<file path="src/rtl/vga_pkg.sv">
// -----------------------------------------------------------------------------
// vga_pkg
// Shared constants and types for the text-page character buffer.
//   CHAR_SPACE / CHAR_LF / CHAR_BS / CHAR_CURSOR : control and fill codes
//   char_buf_state_t                             : buffer FSM state
//   is_printable()                               : printable ASCII test
// -----------------------------------------------------------------------------
package vga_pkg;

  localparam logic [6:0] CHAR_SPACE  = 7'h20;
  localparam logic [6:0] CHAR_LF     = 7'h0A;
  localparam logic [6:0] CHAR_BS     = 7'h08;
  localparam logic [6:0] CHAR_CURSOR = 7'h5F;

  typedef enum logic {
    CLEAR = 1'b0,
    IDLE  = 1'b1
  } char_buf_state_t;

  // True for codes that occupy a cell (0x20..0x7E).
  function automatic logic is_printable(input logic [6:0] code);
    return (code >= 7'h20) && (code <= 7'h7E);
  endfunction

endpackage

</file>
<file path="src/rtl/char_buf_ram.sv">
// -----------------------------------------------------------------------------
// char_buf_ram
// Simple dual-port character RAM, DEPTH x 7 bits. One synchronous write port
// and one synchronous read port. A read and a write to the same address in
// the same cycle return the old contents. Contents have no reset; the owner
// is expected to initialise them.
// Ports:
//   clk   : clock
//   we    : write enable
//   waddr : write address
//   wdata : write data
//   raddr : read address
//   rdata : read data, valid one clock after raddr
// -----------------------------------------------------------------------------
module char_buf_ram #(
  parameter int DEPTH = 256,
  parameter int AW    = 8
) (
  input  logic          clk,
  input  logic          we,
  input  logic [AW-1:0] waddr,
  input  logic [6:0]    wdata,
  input  logic [AW-1:0] raddr,
  output logic [6:0]    rdata
);

  logic [6:0] mem_r [DEPTH];

  // Write port.
  always_ff @(posedge clk) begin
    if (we) begin
      mem_r[waddr] <= wdata;
    end
  end

  // Registered read port; non-blocking update gives read-before-write.
  always_ff @(posedge clk) begin
    rdata <= mem_r[raddr];
  end

endmodule

</file>
<file path="src/rtl/char_buf_text.sv">
// -----------------------------------------------------------------------------
// char_buf_text
// Writable ROWS x COLS text page. A producer streams ASCII over a valid/ready
// port; printable codes are stored at the cursor, LF moves to the start of the
// next row, BS erases the previous cell. Rows and the page wrap (no scroll).
// After reset, and on clr_req, the page is blanked one cell per cycle.
// The read side returns the character at char_xy one clock later.
// Optional build macro CHAR_BUF_CURSOR_EN: a blinking '_' replaces the cell
// under the cursor while idle.
// Ports:
//   clk       : clock, rising edge
//   rst_n     : synchronous active-low reset
//   wr_valid  : producer has a character
//   wr_char   : ASCII code from producer
//   wr_ready  : buffer accepts a character this cycle
//   clr_req   : single-cycle request to blank the page
//   busy      : clear in progress
//   char_xy   : read address {row, col}
//   char_code : character at char_xy, one cycle latency
//   cur_col   : cursor column
//   cur_row   : cursor row
// -----------------------------------------------------------------------------
module char_buf_text
  import vga_pkg::*;
#(
  parameter int          COLS      = 16,
  parameter int          ROWS      = 16,
  parameter int          COL_W     = $clog2(COLS),
  parameter int          ROW_W     = $clog2(ROWS),
  parameter logic [31:0] BLINK_DIV = 32'd20_000_000
) (
  input  logic                   clk,
  input  logic                   rst_n,
  input  logic                   wr_valid,
  input  logic [6:0]             wr_char,
  output logic                   wr_ready,
  input  logic                   clr_req,
  output logic                   busy,
  input  logic [ROW_W+COL_W-1:0] char_xy,
  output logic [6:0]             char_code,
  output logic [COL_W-1:0]       cur_col,
  output logic [ROW_W-1:0]       cur_row
);

  localparam int                CELLS     = ROWS * COLS;
  localparam int                ADDR_W    = $clog2(CELLS);
  localparam logic [ADDR_W-1:0] LAST_ADDR = ADDR_W'(CELLS - 1);
  localparam logic [COL_W-1:0]  LAST_COL  = COL_W'(COLS - 1);
  localparam logic [ROW_W-1:0]  LAST_ROW  = ROW_W'(ROWS - 1);

  char_buf_state_t   state_r;
  logic [ADDR_W-1:0] clr_addr_r;
  logic [COL_W-1:0]  cur_col_r;
  logic [ROW_W-1:0]  cur_row_r;
  logic              busy_r;
  logic              wr_ready_r;
  logic              space_r;

  logic              xfer_s;
  logic              ram_we_s;
  logic [ADDR_W-1:0] ram_waddr_s;
  logic [6:0]        ram_wdata_s;
  logic [ADDR_W-1:0] ram_raddr_s;
  logic [6:0]        ram_q_s;
  logic [COL_W-1:0]  nxt_col_s;
  logic [ROW_W-1:0]  nxt_row_s;
  logic [ROW_W-1:0]  rd_row_s;
  logic [COL_W-1:0]  rd_col_s;
  logic              rd_oob_s;
  logic              cursor_hit_s;

  // Row-major linear cell address; COLS need not be a power of two.
  function automatic logic [ADDR_W-1:0] lin_addr(input logic [ROW_W-1:0] row,
                                                 input logic [COL_W-1:0] col);
    return ADDR_W'(row) * ADDR_W'(COLS) + ADDR_W'(col);
  endfunction

  // Next row with page wrap.
  function automatic logic [ROW_W-1:0] row_inc(input logic [ROW_W-1:0] row);
    return (row == LAST_ROW) ? {ROW_W{1'b0}} : row + ROW_W'(1);
  endfunction

  // Write-side decode: clear sweep or one accepted producer character.
  always_comb begin
    xfer_s      = wr_valid && wr_ready_r;
    nxt_col_s   = cur_col_r;
    nxt_row_s   = cur_row_r;
    ram_we_s    = 1'b0;
    ram_waddr_s = lin_addr(cur_row_r, cur_col_r);
    ram_wdata_s = CHAR_SPACE;
    if (state_r == CLEAR) begin
      ram_we_s    = 1'b1;
      ram_waddr_s = clr_addr_r;
    end else if (xfer_s) begin
      if (is_printable(wr_char)) begin
        ram_we_s    = 1'b1;
        ram_wdata_s = wr_char;
        if (cur_col_r == LAST_COL) begin
          nxt_col_s = {COL_W{1'b0}};
          nxt_row_s = row_inc(cur_row_r);
        end else begin
          nxt_col_s = cur_col_r + COL_W'(1);
        end
      end else if (wr_char == CHAR_LF) begin
        nxt_col_s = {COL_W{1'b0}};
        nxt_row_s = row_inc(cur_row_r);
      end else if (wr_char == CHAR_BS) begin
        if (cur_col_r != {COL_W{1'b0}}) begin
          nxt_col_s   = cur_col_r - COL_W'(1);
          ram_we_s    = 1'b1;
          ram_waddr_s = lin_addr(cur_row_r, cur_col_r - COL_W'(1));
        end else begin
          nxt_col_s = cur_col_r;
        end
      end else begin
        // Unsupported control code: consumed without effect.
        nxt_col_s = cur_col_r;
      end
    end else begin
      ram_we_s = 1'b0;
    end
  end

  // Read-side decode; out-of-page addresses read as blank.
  always_comb begin
    rd_row_s = char_xy[ROW_W+COL_W-1:COL_W];
    rd_col_s = char_xy[COL_W-1:0];
    rd_oob_s = (32'(rd_row_s) >= ROWS) || (32'(rd_col_s) >= COLS);
    if (rd_oob_s) begin
      ram_raddr_s = {ADDR_W{1'b0}};
    end else begin
      ram_raddr_s = lin_addr(rd_row_s, rd_col_s);
    end
  end

  // Control FSM: clear sweep, cursor and handshake registers.
  always_ff @(posedge clk) begin
    if (!rst_n) begin
      state_r    <= CLEAR;
      clr_addr_r <= {ADDR_W{1'b0}};
      cur_col_r  <= {COL_W{1'b0}};
      cur_row_r  <= {ROW_W{1'b0}};
      busy_r     <= 1'b1;
      wr_ready_r <= 1'b0;
    end else begin
      case (state_r)
        CLEAR: begin
          if (clr_addr_r == LAST_ADDR) begin
            state_r    <= IDLE;
            clr_addr_r <= {ADDR_W{1'b0}};
            cur_col_r  <= {COL_W{1'b0}};
            cur_row_r  <= {ROW_W{1'b0}};
            busy_r     <= 1'b0;
            wr_ready_r <= 1'b1;
          end else begin
            clr_addr_r <= clr_addr_r + ADDR_W'(1);
          end
        end
        IDLE: begin
          // A character accepted alongside clr_req still lands first.
          cur_col_r <= nxt_col_s;
          cur_row_r <= nxt_row_s;
          if (clr_req) begin
            state_r    <= CLEAR;
            clr_addr_r <= {ADDR_W{1'b0}};
            busy_r     <= 1'b1;
            wr_ready_r <= 1'b0;
          end else begin
            busy_r     <= 1'b0;
            wr_ready_r <= 1'b1;
          end
        end
        default: begin
          state_r    <= CLEAR;
          clr_addr_r <= {ADDR_W{1'b0}};
          busy_r     <= 1'b1;
          wr_ready_r <= 1'b0;
        end
      endcase
    end
  end

  // Blank-forcing flag aligned with the RAM read register; also masks
  // the uninitialised read data during reset.
  always_ff @(posedge clk) begin
    if (!rst_n) begin
      space_r <= 1'b1;
    end else begin
      space_r <= rd_oob_s;
    end
  end

`ifdef CHAR_BUF_CURSOR_EN
  logic [31:0]            blink_cnt_r;
  logic                   blink_on_r;
  logic [ROW_W+COL_W-1:0] rd_xy_r;

  // Free-running blink timer and read-address register for cursor overlay.
  always_ff @(posedge clk) begin
    if (!rst_n) begin
      blink_cnt_r <= 32'd0;
      blink_on_r  <= 1'b0;
      rd_xy_r     <= {(ROW_W+COL_W){1'b0}};
    end else begin
      rd_xy_r <= char_xy;
      if (blink_cnt_r == BLINK_DIV - 32'd1) begin
        blink_cnt_r <= 32'd0;
        blink_on_r  <= ~blink_on_r;
      end else begin
        blink_cnt_r <= blink_cnt_r + 32'd1;
      end
    end
  end

  assign cursor_hit_s = blink_on_r && (state_r == IDLE) &&
                        (rd_xy_r == {cur_row_r, cur_col_r});
`else
  assign cursor_hit_s = 1'b0;
`endif

  char_buf_ram #(
    .DEPTH (CELLS),
    .AW    (ADDR_W)
  ) u_ram (
    .clk   (clk),
    .we    (ram_we_s),
    .waddr (ram_waddr_s),
    .wdata (ram_wdata_s),
    .raddr (ram_raddr_s),
    .rdata (ram_q_s)
  );

  assign char_code = space_r      ? CHAR_SPACE  :
                     cursor_hit_s ? CHAR_CURSOR : ram_q_s;
  assign busy      = busy_r;
  assign wr_ready  = wr_ready_r;
  assign cur_col   = cur_col_r;
  assign cur_row   = cur_row_r;

endmodule

</file>
<file path="config.mk">
export PLATFORM = sky130hd
export DESIGN_NAME = char_buf_text
export DESIGN_NICKNAME = d
export VERILOG_FILES = /design/src/rtl/vga_pkg.sv /design/src/rtl/char_buf_ram.sv /design/src/rtl/char_buf_text.sv
export SDC_FILE = /design/constraint.sdc
export NUM_CORES = 2
export LEC_CHECK = 0
export CAP_MARGIN = 10
export CORE_ASPECT_RATIO = 1.1
export CORE_UTILIZATION = 48
export CTS_BUF_LIST = sky130_fd_sc_hd__clkbuf_16
export CTS_CLUSTER_DIAMETER = 30
export DETAILED_ROUTE_END_ITERATION = 7
export PLACE_DENSITY = 0.74
export RECOVER_POWER = 100
export SKIP_LAST_GASP = 1
export SLEW_MARGIN = 20
export SYNTH_ARGS = -nofsm -noshare
export SYNTH_HDL_FRONTEND = slang
export SYNTH_SLANG_ARGS = --single-unit
export TNS_END_PERCENT = 50
</file>
<file path="constraint.sdc">
create_clock -name clk -period 7.2 [get_ports clk]
set_input_delay 1.08 -clock clk [delete_from_list [all_inputs] [get_ports clk]]
set_output_delay 1.08 -clock clk [all_outputs]
set_load 0.02 [all_outputs]
</file>
# Word level (Yosys, flattened, before mapping)
# Memory sizes are Yosys's and may differ from the RTL's. A register that Yosys moved wholly into a read port is not among the register bits.
# Index checks and enable logic that the tools add are counted.
dict set report classes {
  shifts 0
  mux 44
  div 0
  addsub 7
  bitwise_logic 1
  reduce_logical 5
  mul 0
  eq_ne 12
  order_cmp 2
}
# op count
set ops {}
lappend ops {{two-way mux 8 bit} 8}
lappend ops {{two-way mux 4 bit} 12}
lappend ops {{two-way mux 7 bit} 4}
lappend ops {{adder 8 x 4 -> 8 bit} 3}
lappend ops {{one-hot mux 4 bit (2 select lines)} 2}
lappend ops {{one-hot mux 8 bit (2 select lines)} 1}
lappend ops {{== test 7 x 4 -> 1 bit (second input constant)} 2}
lappend ops {{two-way mux 1 bit} 14}
lappend ops {{adder 4 x 1 -> 4 bit (second input constant)} 2}
lappend ops {{adder 8 x 1 -> 8 bit (second input constant)} 1}
lappend ops {{== test 4 bit (second input constant)} 2}
lappend ops {{== test 8 bit (second input constant)} 1}
lappend ops {{inequality test 4 x 1 -> 1 bit (second input constant)} 2}
lappend ops {{AND reduction 4 bit} 2}
lappend ops {{>= comparator 7 x 6 -> 1 bit (second input constant)} 1}
lappend ops {{less-or-equal comparator 7 bit (second input constant)} 1}
lappend ops {{one-hot mux 1 bit (2 select lines)} 3}
lappend ops {{inequality test 2 x 1 -> 1 bit (second input constant)} 2}
lappend ops {{nonzero test 4 bit} 1}
lappend ops {{subtractor 4 x 1 -> 4 bit (second input constant)} 1}
lappend ops {{inequality test 3 x 1 -> 1 bit (second input constant)} 1}
lappend ops {{inequality test 3 x 2 -> 1 bit (second input constant)} 1}
lappend ops {{logical AND 1 bit} 2}
lappend ops {{inequality test 2 bit (second input constant)} 1}
lappend ops {{inverter 1 bit} 1}
dict set report word_totals {
  mem_bits_rw 1792
  elab_cells 79
  rom_bits 0
  out_inout_bits 17
  memories 1
  in_bits 19
  latchBits 0
  register_bits 20
}
# name depth word_bits read_ports rd_clocked_by_memory_dff wr line
set memory_table {}
lappend memory_table {u_ram.mem_r 256 7 1 1 1 char_buf_ram.sv:27} ;# logic [6:0] mem_r [DEPTH];

# Longest topological paths before layout
dict set report depth {
  depth_word 9
  depth_mapped 13
  mapped_depth_nobuf 9
}

# Hierarchy
# Synthesis repeated with hierarchy kept, for this count alone.
dict set report hier_totals {
  cells_unflattened 3564
  area_unflattened_um2 71638.7
}
# mod cells_each seq_area_each_um2 n_inst area_each_um2
set modules_own_cells {}
lappend modules_own_cells {char_buf_ram 3381 53951.7 1 70197.3}
lappend modules_own_cells {char_buf_text 183 400.4 1 1441.4}

# Worst setup path before layout
# No wires, ideal clock.
dict set report synth_timing {
  kind {input to register}
  start {input port wr_char[6]}
  end {memory u_ram.mem_r[0][0], data pin}
  stages 4
  n_path_buf 0
  t_required_ps 6325
  arrival_ps 5220
  setup_slack_ps 1105
  setup_ps 875
  cell_sequence {and4_1 -> and3_1 -> a21oi_1 -> and3_1}
}
dict set report synth_via {
  elab_chain_cells 5
  elab_cells_between_ends 6
  classes_between {order compare: 2; mux: 3; reduce/logical: 1}
}
# element line
set synth_lines {}
lappend synth_lines {{start, declared} char_buf_text.sv:35} ;# input logic [6:0] wr_char,
lappend synth_lines {{>= comparator 7 x 6 -> 1 bit / less-or-equal comparator 7 bit (equally long branches)} vga_pkg.sv:22} ;# return (code >= 7'h20) && (code <= 7'h7E);
lappend synth_lines {{logical AND 1 bit *} vga_pkg.sv:22}
lappend synth_lines {{two-way mux 7 bit *} char_buf_text.sv:95} ;# if (is_printable(wr_char)) begin
lappend synth_lines {{two-way mux 7 bit *} char_buf_text.sv:94} ;# end else if (xfer_s) begin
lappend synth_lines {{two-way mux 7 bit *} char_buf_text.sv:91} ;# if (state_r == CLEAR) begin
lappend synth_lines {{via ram_wdata_s[0]} char_buf_text.sv:62} ;# logic [6:0] ram_wdata_s;
lappend synth_lines {{end, declared} char_buf_ram.sv:27}
# The timed path passes the listed nets; every way through them passes the cells marked *.

# Worst setup path in the final report
dict set report layout_timing {
  start {input port wr_char[4]}
  end {memory u_ram.mem_r[88][1], data pin}
}
# The elaborated chain is that of the path after synthesis.

==> results.rst <==
.. list-table::
   :header-rows: 1

   * - Metric
     - Value
   * - Initial core utilization
     - 48.49%
   * - Remaining number of nets flagged by the antenna check after routing
     - 0
   * - Average wire length per cell after detail routing
     - 30.10 microns
   * - Clock tree skew after final layout
     - 0.04306 ns
   * - Arrival time at the worst endpoint
     - 6.34 ns
   * - Share of cells above drive strength 1
     - 21.42%
   * - Upper clock frequency limit
     - 0.1691 GHz
   * - Die area
     - 151,400 sq um
   * - Fraction of the mapped netlist area in simple logic gates
     - 4.217%
   * - Most instantiated cells after synthesis
     - sky130_fd_sc_hd__edfxtp_1 (1,792), sky130_fd_sc_hd__mux4_2 (328), sky130_fd_sc_hd__mux2i_1 (327)
   * - Post-layout min period
     - 5.913 ns
   * - Adder-cell area share of the yosys netlist
     - 0.06959%
   * - Final #Nets
     - 3,940
   * - Area of the multi-input gates
     - 16,220 sq um
   * - DRC violation total after the first TritonRoute iteration
     - 5,062
   * - Share of the synthesized area in compound gates (AO/OA/AOI/OAI)
     - 3.549%
   * - CTS Hold Buffers Added
     - 0
   * - Worst hold-check path type
     - flop to flop
   * - Setup-failing EPs final
     - 0
   * - First-pass DRT Iterations
     - 7
   * - CTS tree
     - done
   * - Share of the clock period used by the worst path
     - 82.13%
   * - DR vias
     - 38,170
   * - Top area cells in the synthesized netlist
     - sky130_fd_sc_hd__edfxtp_1 (75%), sky130_fd_sc_hd__mux4_2 (10%), sky130_fd_sc_hd__mux2i_1 (4.6%)
   * - Placer Congestion
     - 0.9593
   * - Final cell count without fillers
     - 6,086
   * - Number of unique standard cell types used by synthesis
     - 72
   * - Fraction of synthesized area in multiplexers
     - 14.84%
   * - Footprint of the flip-flops and latches
     - 54,350 sq um
   * - Area of the placeable core
     - 148,300 sq um
   * - Largest voltage drop on the vdd net
     - 0.2918 mV
   * - Layout fillers
     - 10,520
   * - Critical path data required time
     - 7.62 ns
   * - CP cell instances
     - dlygate4sd3_1, and4_1, and3_1, a21oi_1, and3_1, clkbuf_1
   * - Most common cell in the netlist
     - sky130_fd_sc_hd__edfxtp_1
   * - Num Clock Sinks
     - 1,819
   * - Number of antenna violations at the first check in global routing
     - 6
   * - Gr ovfl total
     - 0
   * - Static leakage power
     - 26.78 nW
   * - Dominant combinational cell family by area after synthesis
     - multiplexers
   * - Worst skew pair latency
     - 0.91 ns
   * - Count of instances resized after the clock tree is built
     - 0
   * - Cell taking the most area after synthesis
     - sky130_fd_sc_hd__edfxtp_1
   * - Power per unit of standard cell area
     - 310.1 nW/um^2
   * - Gr usage total
     - 24.24%
   * - Status
     - finished with violations
   * - Violations in the final reports
     - capacitance limit, slew limit
   * - Std cell rows
     - 148
   * - Via density per instance
     - 6.272
   * - Critical path start-end classification
     - input port to flop
   * - Clock-pin slew on the worst setup and hold paths
     - 0.05 ns
   * - Post-synthesis async set-or-reset flop share
     - 0%
   * - Clock buffer count from CTS
     - 298
   * - Layout Area Growth over Synthesis
     - 16.47%
   * - Buffers inserted during post-CTS setup optimization
     - 0
   * - Maximum root-to-sink buffer count
     - 4
   * - Yosys synthesis warning count
     - 0
   * - Yosys top cell area share
     - 74.83%
   * - Max-slew violations
     - 688
   * - Number of H-tree levels
     - 5
   * - Transition time at the pin with the least slew margin
     - 3.456 ns
   * - Slowest CP cell
     - sky130_fd_sc_hd__and3_1
   * - Number of flops mapped to enable cells by yosys
     - 1,792
   * - Syn_nets
     - 3,757
   * - Post-detailed-routing wire length
     - 183,200 microns
   * - Critical Path Max Stage Delay
     - 2.21 ns
   * - Clk Tree Root Cell
     - sky130_fd_sc_hd__clkbuf_16
   * - CP Max Fanout
     - 57
   * - DIE WIDTH
     - 371.1 microns
   * - Crit-path most repeated cell
     - sky130_fd_sc_hd__and3_1
   * - Largest net degree at the start of global routing
     - 167
   * - Synth Register Bits
     - 1,819
   * - Slew HR
     - -130.9%
   * - Unrepaired setup endpoints after global routing
     - no
   * - Top_reg_cell synth
     - sky130_fd_sc_hd__edfxtp_1
   * - Kind of capture point of the worst setup path
     - flop
   * - Count of buffers inserted at the top-level ports
     - 35
   * - Total DRC errors in the routed layout
     - 0
   * - Placed wire-length estimate
     - 105,500 microns
   * - Number of placed I/O pins
     - 36
   * - Setup Total Neg Slack
     - 0 ns
   * - First-pass GRT wire length
     - 264,100 microns
   * - Ant diodes
     - 0
   * - Post-synthesis area per instance
     - 19.26 sq um
   * - Overall power of the completed layout
     - 25.98 mW
   * - Via count of the first global-routing pass
     - 38,230
   * - Startpoint type of the worst setup path
     - input port
   * - Cell area after technology mapping
     - 71,920 sq um
   * - Number of hold-slack violations in the final timing report
     - 0
   * - Synth Area in XOR/XNOR
     - 0.01218%
   * - Reported max-cap violation count
     - 21
   * - Die Y-Extent
     - 408.0 microns
   * - Fraction of the yosys area taken by sequential cells
     - 75.58%
   * - Cell total after placement
     - 5,567
   * - Mapped Cells
     - 3,734
[cell type report]
type | instances | share of cell area (%)
clock buffers | 305 | 9.112
inverters | 12 | 0.05676
flip-flops and latches | 1819 | 64.89
multi-input cells | 1685 | 19.37
well taps | 1950 | 2.913
repair buffers | 101 | 1.128
clock inverters | 214 | 2.533
[power by group]
part / total (mW) / switching (mW) / leakage [nW] / internal (mW)
logic: 0.716 / 0.465 / 5.83 / 0.252
registers: 11.5 / 0.0176 / 16.1 / 11.5
clock network: 13.8 / 5.10 / 4.83 / 8.66
[state kept, by name, indices dropped and copies added (netlist names)]
signal / cells
u_ram.mem_r: 1792
clr_addr_r: 8
u_ram.rdata: 7
cur_col: 4
cur_row: 4
busy: 1
space_r: 1
state_r: 1
wr_ready: 1
[metrics by stage]
stage	setup WS [ns]	utilization [%]	instance area, sq um	hold WS [ns]
floorplan	1.105	-	71920	0.5026
global placement	1.449	50.05	74240	0.4479
detailed placement	1.582	50.05	74240	0.4764
CTS	2.552	56.63	84000	0.4685
global route	1.304	56.47	83760	0.4880
finish	1.287	56.47	83760	0.4580
[routing by layer]
layer	share of wire (%)	GRT usage (%)	wire, microns
met3	11	6.914	20820
met2	47	37.71	86720
met5	0.0055	0	10
met1	36	31.73	66850
met4	4.8	10.86	8796
[worst paths after layout]
kind,endpoint,startpoint,slack (ns),depth (start not counted)
setup reg to reg,u_ram.mem_r[162][6],cur_col[0],1.46,8
hold reg to reg,busy,busy,0.46,1
setup / recovery,u_ram.mem_r[88][1],wr_char[4],1.29,6
hold / removal,busy,busy,0.46,1
[cells by family after synthesis]
logic type                 count (synthesis)
DFF                                     1819
and+or+nand+nor                          659
muxes                                    656
AOI/OAI and AO/OA                        365
buffers and inverters                    230
adders and majority gates                  4
xor gates and xnor gates                   1
[cell usage in the layout (no fill, tap or decap), types with 5 or more instances in the layout]
cell | netlist | final
sky130_fd_sc_hd__dlygate4sd3_1 | 0 | 21
sky130_fd_sc_hd__nand3b_1 | 9 | 9
sky130_fd_sc_hd__dfxtp_1 | 27 | 27
sky130_fd_sc_hd__clkbuf_2 | 0 | 6
sky130_fd_sc_hd__a21oi_1 | 94 | 94
sky130_fd_sc_hd__clkinv_4 | 0 | 23
sky130_fd_sc_hd__mux4_2 | 328 | 328
sky130_fd_sc_hd__nor2_1 | 266 | 301
sky130_fd_sc_hd__and2_1 | 9 | 7
sky130_fd_sc_hd__and3_1 | 11 | 11
sky130_fd_sc_hd__clkdlybuf4s50_1 | 0 | 9
sky130_fd_sc_hd__buf_12 | 0 | 13
sky130_fd_sc_hd__clkinv_1 | 1 | 21
sky130_fd_sc_hd__inv_8 | 0 | 19
sky130_fd_sc_hd__o21ai_0 | 17 | 15
sky130_fd_sc_hd__nor3_1 | 19 | 19
sky130_fd_sc_hd__edfxtp_1 | 1792 | 1792
sky130_fd_sc_hd__o22ai_1 | 37 | 37
sky130_fd_sc_hd__clkinv_2 | 0 | 30
sky130_fd_sc_hd__clkinvlp_4 | 0 | 21
sky130_fd_sc_hd__a22oi_1 | 84 | 84
sky130_fd_sc_hd__clkinv_8 | 0 | 8
sky130_fd_sc_hd__clkbuf_1 | 103 | 11
sky130_fd_sc_hd__bufinv_16 | 0 | 23
sky130_fd_sc_hd__a311oi_1 | 9 | 9
sky130_fd_sc_hd__nand4_1 | 16 | 16
sky130_fd_sc_hd__o221ai_1 | 56 | 56
sky130_fd_sc_hd__nor2b_1 | 19 | 18
sky130_fd_sc_hd__a211oi_1 | 25 | 25
sky130_fd_sc_hd__buf_4 | 36 | 39
sky130_fd_sc_hd__a31oi_1 | 8 | 9
sky130_fd_sc_hd__clkbuf_16 | 0 | 305
sky130_fd_sc_hd__mux2i_1 | 327 | 327
sky130_fd_sc_hd__o211a_1 | 5 | 5
sky130_fd_sc_hd__inv_6 | 0 | 48
sky130_fd_sc_hd__nand3_1 | 56 | 59
sky130_fd_sc_hd__inv_1 | 10 | 32
sky130_fd_sc_hd__nand2_1 | 176 | 176
sky130_fd_sc_hd__nor3b_1 | 9 | 9
sky130_fd_sc_hd__nand2b_1 | 9 | 8
[critical path, delay by kind of cell]
kind | cells | cell delay [ns]
compound gates | 1 | 0.57
buf+inv | 2 | 1.95
simple gates | 3 | 2.61
Note: power is estimated with default switching activity, not from simulation.
